[config.mk]
export PLATFORM = sky130hd
export DESIGN_NAME = counter_seq_ctrl
export DESIGN_NICKNAME = d
export VERILOG_FILES = /design/src/rtl/counter_seq_ctrl.sv
export SDC_FILE = /design/constraint.sdc
export NUM_CORES = 1
export LEC_CHECK = 0
export CAP_MARGIN = 25
export CORE_UTILIZATION = 58
export DETAILED_ROUTE_END_ITERATION = 7
export DONT_BUFFER_PORTS = 1
export GPL_TIMING_DRIVEN = 0
export PLACE_DENSITY = 0.76
export SKIP_CTS_REPAIR_TIMING = 1
export SLEW_MARGIN = 20
export SYNTH_ARGS = -nofsm -noshare
export SYNTH_HDL_FRONTEND = slang
export SYNTH_SLANG_ARGS = --single-unit
[constraint.sdc]
create_clock -name clk -period 2.54 [get_ports clk]
set_clock_uncertainty 0.2 [all_clocks]
set_input_delay 0.381 -clock clk [delete_from_list [all_inputs] [get_ports clk]]
set_output_delay 0.381 -clock clk [all_outputs]
set_load 0.02 [all_outputs]
[src/rtl/counter_seq_ctrl.sv]
// Command sequencer for the 8-bit programmable counter: LOAD, STEP_UP/DOWN by N,
// or RUN_TO a target, with done/wrapped/aborted status reporting.
module counter_seq_ctrl #(
  parameter int WIDTH = 8
) (
  input  logic             clk,
  input  logic             rst_n,
  input  logic             cmd_valid,
  output logic             cmd_ready,
  input  logic [1:0]       cmd_op,
  input  logic [WIDTH-1:0] cmd_arg,
  input  logic             abort,
  input  logic [WIDTH-1:0] cnt_q,
  output logic             cnt_load,
  output logic             cnt_en,
  output logic             cnt_up_down,
  output logic [WIDTH-1:0] cnt_data,
  output logic             done,
  output logic             wrapped,
  output logic             aborted
);

  localparam logic [1:0] ST_IDLE = 2'd0;
  localparam logic [1:0] ST_PLAN = 2'd1;
  localparam logic [1:0] ST_STEP = 2'd2;
  localparam logic [1:0] ST_DONE = 2'd3;

  localparam logic [1:0] OP_LOAD = 2'b00;
  localparam logic [1:0] OP_UP   = 2'b01;
  localparam logic [1:0] OP_DOWN = 2'b10;
  localparam logic [1:0] OP_RUN  = 2'b11;

  localparam logic [WIDTH-1:0] CNT_ZERO = {WIDTH{1'b0}};
  localparam logic [WIDTH-1:0] CNT_ONE  = {{(WIDTH-1){1'b0}}, 1'b1};
  localparam logic [WIDTH-1:0] CNT_MAX  = {WIDTH{1'b1}};

  logic [1:0]       state_r;
  logic [1:0]       op_r;
  logic [WIDTH-1:0] arg_r;
  logic [WIDTH-1:0] rem_r;
  logic             dir_r;
  logic             wrapped_r;
  logic             aborted_r;
  logic             step_wrap_s;

  // A step wraps when it moves past either end of the counter range.
  assign step_wrap_s = (dir_r && (cnt_q == CNT_MAX)) || (!dir_r && (cnt_q == CNT_ZERO));

  // Counter-side and handshake outputs decoded from the current state.
  always_comb begin
    cmd_ready   = 1'b0;
    cnt_load    = 1'b0;
    cnt_en      = 1'b0;
    cnt_up_down = 1'b0;
    cnt_data    = CNT_ZERO;
    done        = 1'b0;
    case (state_r)
      ST_IDLE: cmd_ready = 1'b1;
      ST_PLAN: begin
        if (op_r == OP_LOAD) begin
          cnt_load = 1'b1;
          cnt_data = arg_r;
        end else begin
          cnt_load = 1'b0;
          cnt_data = CNT_ZERO;
        end
      end
      ST_STEP: begin
        cnt_en      = ~abort;
        cnt_up_down = dir_r;
      end
      ST_DONE: done = 1'b1;
      default: cmd_ready = 1'b0;
    endcase
  end

  // Sequencer state, latched command, step bookkeeping and sticky status.
  always_ff @(posedge clk or negedge rst_n) begin
    if (!rst_n) begin
      state_r   <= ST_IDLE;
      op_r      <= 2'b00;
      arg_r     <= CNT_ZERO;
      rem_r     <= CNT_ZERO;
      dir_r     <= 1'b0;
      wrapped_r <= 1'b0;
      aborted_r <= 1'b0;
    end else begin
      case (state_r)
        ST_IDLE: begin
          if (cmd_valid) begin
            op_r      <= cmd_op;
            arg_r     <= cmd_arg;
            wrapped_r <= 1'b0;
            aborted_r <= 1'b0;
            state_r   <= ST_PLAN;
          end
        end
        ST_PLAN: begin
          case (op_r)
            OP_LOAD: state_r <= ST_DONE;
            OP_UP, OP_DOWN: begin
              rem_r   <= arg_r;
              dir_r   <= (op_r == OP_UP);
              state_r <= (arg_r == CNT_ZERO) ? ST_DONE : ST_STEP;
            end
            OP_RUN: begin
              // Direct unsigned distance; RUN_TO never takes the wrap path.
              if (arg_r > cnt_q) begin
                dir_r   <= 1'b1;
                rem_r   <= arg_r - cnt_q;
                state_r <= ST_STEP;
              end else if (arg_r < cnt_q) begin
                dir_r   <= 1'b0;
                rem_r   <= cnt_q - arg_r;
                state_r <= ST_STEP;
              end else begin
                state_r <= ST_DONE;
              end
            end
            default: state_r <= ST_DONE;
          endcase
        end
        ST_STEP: begin
          if (abort) begin
            aborted_r <= 1'b1;
            state_r   <= ST_DONE;
          end else begin
            rem_r <= rem_r - CNT_ONE;
            if (step_wrap_s) begin
              wrapped_r <= 1'b1;
            end
            if (rem_r == CNT_ONE) begin
              state_r <= ST_DONE;
            end
          end
        end
        ST_DONE: state_r <= ST_IDLE;
        default: state_r <= ST_IDLE;
      endcase
    end
  end

  assign wrapped = wrapped_r;
  assign aborted = aborted_r;

endmodule

# --- Word-level counts from Yosys, hierarchy flattened ---
# Cells that the tools add are included.
op_classes:
  add_sub_neg: 3
  magnitude_cmp: 2
  n_eq_ne: 16
  muxes: 30
  n_bitwise: 1
  n_reduce_logical: 18
ops:
  columns: ["cell", "n"]
  rows:
  - ["$mux 8", 5]
  - ["$pmux 8 s2", 2]
  - ["$logic_not 8->1", 2]
  - ["$sub 8x8->8", 2]
  - ["$mux 1", 15]
  - ["$eq 2x2->1 const B", 4]
  - ["$eq 8x1->1 const B", 1]
  - ["$eq 8x8->1 const B", 1]
  - ["$gt 8x8->1", 1]
  - ["$lt 8x8->1", 1]
  - ["$ne 2x2->1 const B", 4]
  - ["$pmux 2 s4", 1]
  - ["$reduce_and 4->1", 2]
  - ["$sub 8x1->8 const B", 1]
  - ["$mux 2", 3]
  - ["$ne 3x3->1 const B", 2]
  - ["$pmux 1 s2", 3]
  - ["$pmux 2 s3", 1]
  - ["$reduce_and 3->1", 2]
  - ["$reduce_bool 2->1", 3]
  - ["$eq 2x1->1 const B", 2]
  - ["$logic_not 2->1", 2]
  - ["$ne 4x4->1 const B", 1]
  - ["$reduce_and 2->1", 2]
  - ["other kinds (6)", 7]
word_totals:
  register_bits: 23
  wordCells: 77

# --- Logic depth before layout (Yosys ltp) ---
# Gate-level depths: netlist of the first run.
depth:
  word_depth: 6
  depth_mapped: 10

# --- Worst setup path after synthesis of the first run ---
# No wires, ideal clock.
synth_timing:
  kind: "register to register"
  from: "reg arg_r[0]"
  to: "reg rem_r[6]"
  setup_ns: 0.120
  t_arrival_ns: 2.360
  required_time_ns: 2.220
  slack_ns: -0.139
  stages_incl_launch_ff: 11
  cell_sequence: "dfrtp_1 > inv_1 > ha_1 > fa_1 > and3b_1 > or2_1 > o2111ai_4 > and3_1 > buf_6 > a221o_1 > a31o_1"
synth_via:
  elab_chain_cells: 5
  elab_cells_between_ends: 10
  cone_classes: "2 x add/sub; 2 x order compare; 1 x eq/ne; 4 x mux; 1 x reduce/logical"
synth_lines:
  columns: ["element", "line_no", "text"]
  rows:
  - ["start: declaration", "39", "logic [WIDTH-1:0] arg_r;"]
  - ["start signal: assignment", "92", "arg_r <= cmd_arg;"]
  - ["$sub 8x8->8", "114", "rem_r <= cnt_q - arg_r;"]
  - ["$mux 8", "112", "end else if (arg_r < cnt_q) begin"]
  - ["$mux 8", "108", "if (arg_r > cnt_q) begin"]
  - ["$pmux 8 s2", "99", "case (op_r)"]
  - ["$pmux 8 s2", "88", "case (state_r)"]
  - ["end signal: assignment", "102", "rem_r <= arg_r;"]
  - ["end signal: assignment", "110", "rem_r <= arg_r - cnt_q;"]
  - ["end signal: assignment", "114", null]
  - ["end: declaration", "40", "logic [WIDTH-1:0] rem_r;"]
# Several ways; a longest one is shown, not always the timed one. The select of a mux whose other input is x is not followed.
# A chain may end at the register's enable or synchronous reset.

# --- Worst setup path in the final report of the first run ---
# Same ends and word-level chain as after synthesis.

==> results.md, run 1 <==
* Initial DRC count at 232
* # DRC at 0
* Synth warn at 0
* Syn Area/Cell at 8.58 µm²
* Reg2reg setup slack at -0.08 ns
* Worst r2r dst: rem_r[6]
* Core area at 0.00374 mm²
* Final setup violation count at 3
* Max cap viols at 0
* Mapped Nets at 317
* Height of the die at 65.1 µm
* Post-synth top area cell: dfrtp_1
* Failing checks: setup timing
* Part of the Yosys area used for sequential elements at 24.9%
* Critical-path top delay cell: fa_2
* Most frequent cells in the layout: inv_1 (27), buf_4 (20), ha_1 (20), dfrtp_1 (20)
* Rows at 22
* Min-Delay Path Depth at 1
* TritonCTS clock tree: yes
* FF+latch count, synth at 23
* Fin. max-slew vios at 0
* CP cell instances: inv_2 -> ha_4 -> fa_2 -> and3b_2 -> or2_4 -> o2111ai_4 -> and3_4 -> a221o_1 -> a31o_1
* CTS Buffer Depth at 2
* GRT Total Usage at 29.7%
* CP endpoint kind: register
* Mapped Cells at 269
* Antenna violations before repair at 0
* Antenna diodes at 0
* Placed cell area at 0.00238 mm²
* Top Ports at 37
* Fin crit share at 103%
* Commonest non-fill, non-tap cell in the layout: inv_1
* Via-per-instance ratio at 6.46
* H-tree levels at 1
* Vias post-DR at 2190
* Cell count after placement at 317
* Post-synth EDFFs at 0
* Design Area, Final at 0.00269 mm²
* Non-Filler Instances at 339
* Count of cell types in the netlist at 59
* Crit Path Category: reg -> reg
* Post-synth top area share at 24.9%
* Hold Path End: op_r[1]
* Half-perimeter wire length after placement at 4460 µm
* RSZ-0062 raised after global routing: yes
* First-pass DRT Iterations at 4
* Clock Sinks at 23
* VDD IR max at 0.814 mV
* Pwr/cell area at 1390 mW/mm²
* GRT overflow at 0
* Ratio of cells with drive above 1 in the final layout at 24.7%
* Post-route minimum period at 2.62 ns
* Top cells by area, synth: dfrtp_1 (25%), ha_1 (13%), mux2_2 (5.9%), inv_1 (4.6%), a21oi_1 (3.3%)
* Horiz. Die Dim at 65.1 µm
* Synthesized cell area at 0.00231 mm²
* FF-to-FF Start: arg_r[0]
* Vias in the first global route at 2013
* Status: complete, but fails checks
* CTS Root Buffer Type: clkbuf_8
* Overall routed net length at 6030 µm
* PortBufs at 0
* Fmax at 382 MHz
* Post-DRT Antenna Nets at 0
* CP peak stage delay at 0.39 ns
* WP buf/inv at 1
* Final hold violations at 0
* RePlAce Congestion at 0.914
* Startpoint types: register
* Worst-path clk slew at 0.10 ns
* Clk Latency, worst-skew pair at 0.28 ns
* Measured slew at the worst slew-check pin at 0.483 ns
* First-pass GRT wire length at 9600 µm
* Leak Pwr at 1.25 nW
* Worst Path Required at 2.52 ns
* Die area at 0.00424 mm²
* Startpoint of the worst hold path: cmd_op[1]
* Wire per inst at 17.8 µm
* Largest net degree at the start of global routing at 24
* Worst EP arrival at 2.59 ns
* Initial Utilization at 61.7%
* Nets at 340
* Ys flop type: dfrtp_1
* Synth-to-Final Area Change at 16.4%
* FFs w/ async S/R, synth at 100%
* TritonCTS Buffers at 3
* Worst hold path type: in -> reg
* Crit Path Max Fanout at 4
* Worst R2R Path Depth at 9
* Relative slew margins at 67.5%
* Cell family with most CP delay: simple AND/OR/NAND/NOR gates
* Setup ws final at -0.0757 ns
[worst register-to-register path, stage by stage (launching register included)]
cell and delay, ns:
dfrtp_1 0.37, inv_2 0.06, ha_4 0.16, fa_2 0.39, and3b_2 0.30, or2_4 0.17
o2111ai_4 0.13, and3_4 0.22, a221o_1 0.34, a31o_1 0.19
[per-layer routing]
layer	vias up	GRT usage, %	wire (µm)	part of all wire (%)
li1	1037	-	-	-
met1	1042	41.6	2760	46
met2	90	44.7	2710	45
met3	21	4.34	344	5.7
met4	0	14.4	222	3.7
met5	-	0	0	0
[cell families (layout without fill, tap and decap cells)]
group	count (synthesis)	in the layout	share of synthesized area [%]
simple gates	90	90	21.5
compound gates	76	76	24.1
buf+inv	38	60	7.26
fa+ha+maj	26	26	14.7
flops	23	23	24.9
mux	15	15	7.15
xor+xnor	1	1	0.379
[final cells by class]
cell class / count / area (µm²)
inverters: 28 / 105
well taps: 48 / 60.1
plain buffers: 9 / 55.1
clock inverters: 1 / 5.00
flip-flops and latches: 23 / 579
clock buffers: 3 / 41.3
repair buffers: 19 / 158
fillers: 296 / 1060
multi-input cells: 208 / 1680
[through the flow]
step	hold WS (ns)	TNS, ns	utilization (%)	worst slack, ns	power (W)
after floorplan	-0.115	-0.0462	-	-0.0462	0.00260
after global placement	-0.114	-0.895	63.6	-0.275	0.00308
after detailed placement	-0.114	-1.13	63.6	-0.290	0.00313
after CTS	-0.414	-1.17	64.8	-0.293	0.00337
after global routing	0.0438	-0.428	71.8	-0.139	0.00403
final	0.0453	-0.108	71.8	-0.0757	0.00375
[registers in the layout (all words and copies together), names as in the netlist]
name     count
state_r      2
dir_r        1
wrapped      1
rem_r        8
op_r         2
aborted      1
arg_r        8
[cells in the mapped netlist (2+ instances only)]
library cell / number
buf_2: 2
a32oi_1: 2
a31oi_1: 2
nand2_1: 15
a21o_1: 7
mux2_2: 12
o211a_1: 3
nand4_1: 8
clkbuf_1: 2
and3_1: 10
nor2_1: 15
o21ai_0: 14
o31ai_1: 4
nor3_1: 5
nor3b_1: 2
inv_1: 28
buf_4: 4
a21oi_1: 15
nor2b_1: 4
o2111ai_1: 4
dfrtp_1: 23
o211ai_1: 4
nand2b_1: 3
o21a_1: 2
o21ai_1: 2
a221oi_1: 2
nand3b_1: 2
nand3_1: 6
a22oi_1: 3
mux2i_1: 3
fa_1: 2
nor4_1: 5
or2_1: 2
and2_1: 3
or3_1: 2
ha_1: 24
[worst max path at each step]
stage | from | endpoint | slack, ns | depth (start not counted)
after floorplan | arg_r[0] | rem_r[6] | -0.05 | 10
after global placement | arg_r[0] | rem_r[6] | -0.27 | 10
after detailed placement | arg_r[0] | rem_r[6] | -0.29 | 10
after CTS | arg_r[0] | rem_r[6] | -0.29 | 10
after global routing | arg_r[0] | rem_r[6] | -0.14 | 9
final | arg_r[0] | rem_r[6] | -0.08 | 9
[power breakdown]
part / leakage (nW) / total, W / internal [W] / switching, W
combinational: 0.951 / 0.00273 / 0.00118 / 0.00155
clock: 0.0255 / 0.000239 / 0.000110 / 0.000129
sequential: 0.274 / 0.000777 / 0.000561 / 0.000216
Note: power is estimated with default switching activity, not from simulation.
==> inputs of run 2 (changes only) <==
--- a/config.mk
+++ b/config.mk
@@ -6,12 +6,11 @@
 export NUM_CORES = 1
 export LEC_CHECK = 0
 export CAP_MARGIN = 25
-export CORE_UTILIZATION = 58
+export CORE_UTILIZATION = 60
 export DETAILED_ROUTE_END_ITERATION = 7
 export DONT_BUFFER_PORTS = 1
 export GPL_TIMING_DRIVEN = 0
 export PLACE_DENSITY = 0.76
-export SKIP_CTS_REPAIR_TIMING = 1
 export SLEW_MARGIN = 20
 export SYNTH_ARGS = -nofsm -noshare
 export SYNTH_HDL_FRONTEND = slang
==> constraint.sdc (replaced) <==
create_clock -name clk -period 3.2 [get_ports clk]
set_clock_uncertainty 0.2 [all_clocks]
set_input_delay 0.48 -clock clk [delete_from_list [all_inputs] [get_ports clk]]
set_output_delay 0.48 -clock clk [all_outputs]
set_load 0.02 [all_outputs]
==> results.md, run 2 (synthesized netlist as in run 1, its figures left out) <==
* Status: complete, but fails checks (unchanged)
* Failing checks: hold timing (was setup timing)
* Wire per inst at 17.4 µm (was 17.8 µm)
* Initial Utilization at 62.6% (was 61.7%)
* GRT overflow at 0 (unchanged)
* VDD IR max at 0.608 mV (was 0.814 mV)
* Measured slew at the worst slew-check pin at 0.537 ns (was 0.483 ns)
* CTS Buffer Depth at 2 (unchanged)
* Worst r2r dst: rem_r[6] (unchanged)
* TritonCTS clock tree: yes (unchanged)
* Pwr/cell area at 1100 mW/mm² (was 1390 mW/mm²)
* RSZ-0062 raised after global routing: no (was yes)
* Post-DRT Antenna Nets at 0 (unchanged)
* Antenna diodes at 0 (unchanged)
* Biggest regs: arg_r x8, rem_r x8 (unchanged)
* Worst R2R Path Depth at 10 (was 9)
* Height of the die at 64.0 µm (was 65.1 µm)
* Nets at 323 (was 340)
* Core area at 0.00369 mm² (was 0.00374 mm²)
* PortBufs at 0 (unchanged)
* Leak Pwr at 1.16 nW (was 1.25 nW)
* First-pass DRT Iterations at 4 (unchanged)
* Fmax at 338 MHz (was 382 MHz)
* Synth-to-Final Area Change at 4.82% (was 16.4%)
* Max cap viols at 0 (unchanged)
* Clock Sinks at 23 (unchanged)
* Final setup violation count at 0 (was 3)
* CTS Root Buffer Type: clkbuf_8 (unchanged)
* Crit Path Max Fanout at 7 (was 4)
* CTS hold repair buffers at 1
* Initial DRC count at 151 (was 232)
* Crit Path Category: reg -> reg (unchanged)
* Final TNS setup at 0 ns (was -0.108 ns)
* FF-to-FF Start: arg_r[0] (unchanged)
* Largest net degree at the start of global routing at 24 (unchanged)
* Worst Path Required at 3.17 ns (was 2.52 ns)
* Commonest non-fill, non-tap cell in the layout: inv_1 (unchanged)
* TritonCTS Buffers at 3 (unchanged)
* # DRC at 0 (unchanged)
* CP peak stage delay at 0.42 ns (was 0.39 ns)
* Half-perimeter wire length after placement at 4330 µm (was 4460 µm)
* Fin crit share at 92.6% (was 103%)
* Rows at 22 (unchanged)
* Final hold slack at -0.0367 ns (was 0.0453 ns)
* Horiz. Die Dim at 64.0 µm (was 65.1 µm)
* Post-cts sizing count at 0
* Clk Latency, worst-skew pair at 0.28 ns (about the same)
* Overall routed net length at 5620 µm (was 6030 µm)
* Ratio of cells with drive above 1 in the final layout at 11.7% (was 24.7%)
* Startpoint types: register (unchanged)
* Placed cell area at 0.00237 mm² (was 0.00238 mm²)
* GRT Total Usage at 29.8% (was 29.7%)
* Worst EP arrival at 2.93 ns (was 2.59 ns)
* Fin. max-slew vios at 0 (unchanged)
* Die area at 0.00410 mm² (was 0.00424 mm²)
* Post-route minimum period at 2.96 ns (was 2.62 ns)
* Reg2reg setup slack at 0.24 ns (was -0.08 ns)
* Setup bufs post-CTS at 0
* H-tree levels at 1 (unchanged)
* Final hold violations at 23 (was 0)
* Critical-path top delay cell: dfrtp_1 (was fa_2)
* CP endpoint kind: register (unchanged)
* Vias post-DR at 2058 (was 2190)
* Top Ports at 37 (unchanged)
* First-pass GRT wire length at 9380 µm (was 9600 µm)
* Worst hold path type: in -> async (was in -> reg)
* CP cell instances: inv_1 -> ha_1 -> fa_1 -> and3b_1 -> or2_1 -> o2111ai_4 -> and3_1 -> buf_6 -> a221o_1 -> a31o_1 (was inv_2 -> ha_4 -> fa_2 -> and3b_2 -> or2_4 -> o2111ai_4 -> and3_4 -> a221o_1 -> a31o_1)
* Most frequent cells in the layout: inv_1 (28), ha_1 (24), dfrtp_1 (23) (was inv_1 (27), buf_4 (20), ha_1 (20), dfrtp_1 (20))
* Via-per-instance ratio at 6.39 (was 6.46)
* Antenna violations before repair at 0 (unchanged)
* Vias in the first global route at 2039 (was 2013)
* Design Area, Final at 0.00242 mm² (was 0.00269 mm²)
* Worst-path clk slew at 0.09 ns (was 0.10 ns)
* Relative slew margins at 64.0% (was 67.5%)
* RePlAce Congestion at 0.907 (was 0.914)
run 2: changes by cell type in the layout (fill, tap and decap cells not counted), moves of 2 or more:
cell     before  now
ha_4          3    0
dfrtp_1      20   23
or2_4         2    0
o21a_1        0    2
a21oi_1      13   15
dfrtp_2       3    0
ha_1         20   24
buf_4        20    4
or2_1         0    2
a21oi_2       3    1
run 2: worst max path at each step:
stage,slack (ns),from,endpoint
floorplan,0.46,cnt_q[0],rem_r[6]
global route,0.08,arg_r[0],rem_r[6]
detailed placement,0.26,cnt_q[0],rem_r[6]
global placement,0.24,cnt_q[0],rem_r[6]
CTS,0.27,arg_r[0],rem_r[6]
finish,0.24,arg_r[0],rem_r[6]
run 2: power breakdown:
part           total (W)  switching [W]  leakage, nW  internal, W
Combinational    0.00185        0.00109        0.861     0.000755
Clock           0.000188       0.000100       0.0255    0.0000872
Sequential      0.000636       0.000194        0.277     0.000441
run 2: routing by layer:
layer	GRT usage, %	share of wire, %	wire [µm]
met1	40.2	46	2610
met2	47.3	47	2620
met3	4.46	4.9	273
met4	12.2	2.2	121
met5	0	0	0
run 2: per-stage QoR:
step           total power, W  std cells  util, %  setup slack (ns)  hold slack (ns)
2_1_floorplan         0.00204        269        -             0.457          -0.0156
3_3_place_gp          0.00242        317     64.2             0.243          -0.0150
3_5_place_dp          0.00245        317     64.2             0.261          -0.0146
4_1_cts               0.00265        322     65.7             0.269            0.145
5_1_grt               0.00291        322     65.6            0.0822           0.0187
6_report              0.00267        322     65.6             0.238          -0.0367
run 2: layout make-up:
class | instances | area (µm²)
repair buffers | 1 | 5.00
well taps | 48 | 60.1
flip-flops and latches | 23 | 576
clock buffers | 3 | 41.3
clock inverters | 1 | 5.00
plain buffers | 10 | 62.6
multi-input cells | 208 | 1570
fillers | 324 | 1270
inverters | 28 | 105
run 2: critical path, delay by kind of cell (launching register included):
kind | cells | cell delay, ns
flops | 1 | 0.42
compound gates | 3 | 0.67
simple gates | 3 | 0.76
buf+inv | 2 | 0.21
fa+ha+maj | 2 | 0.61
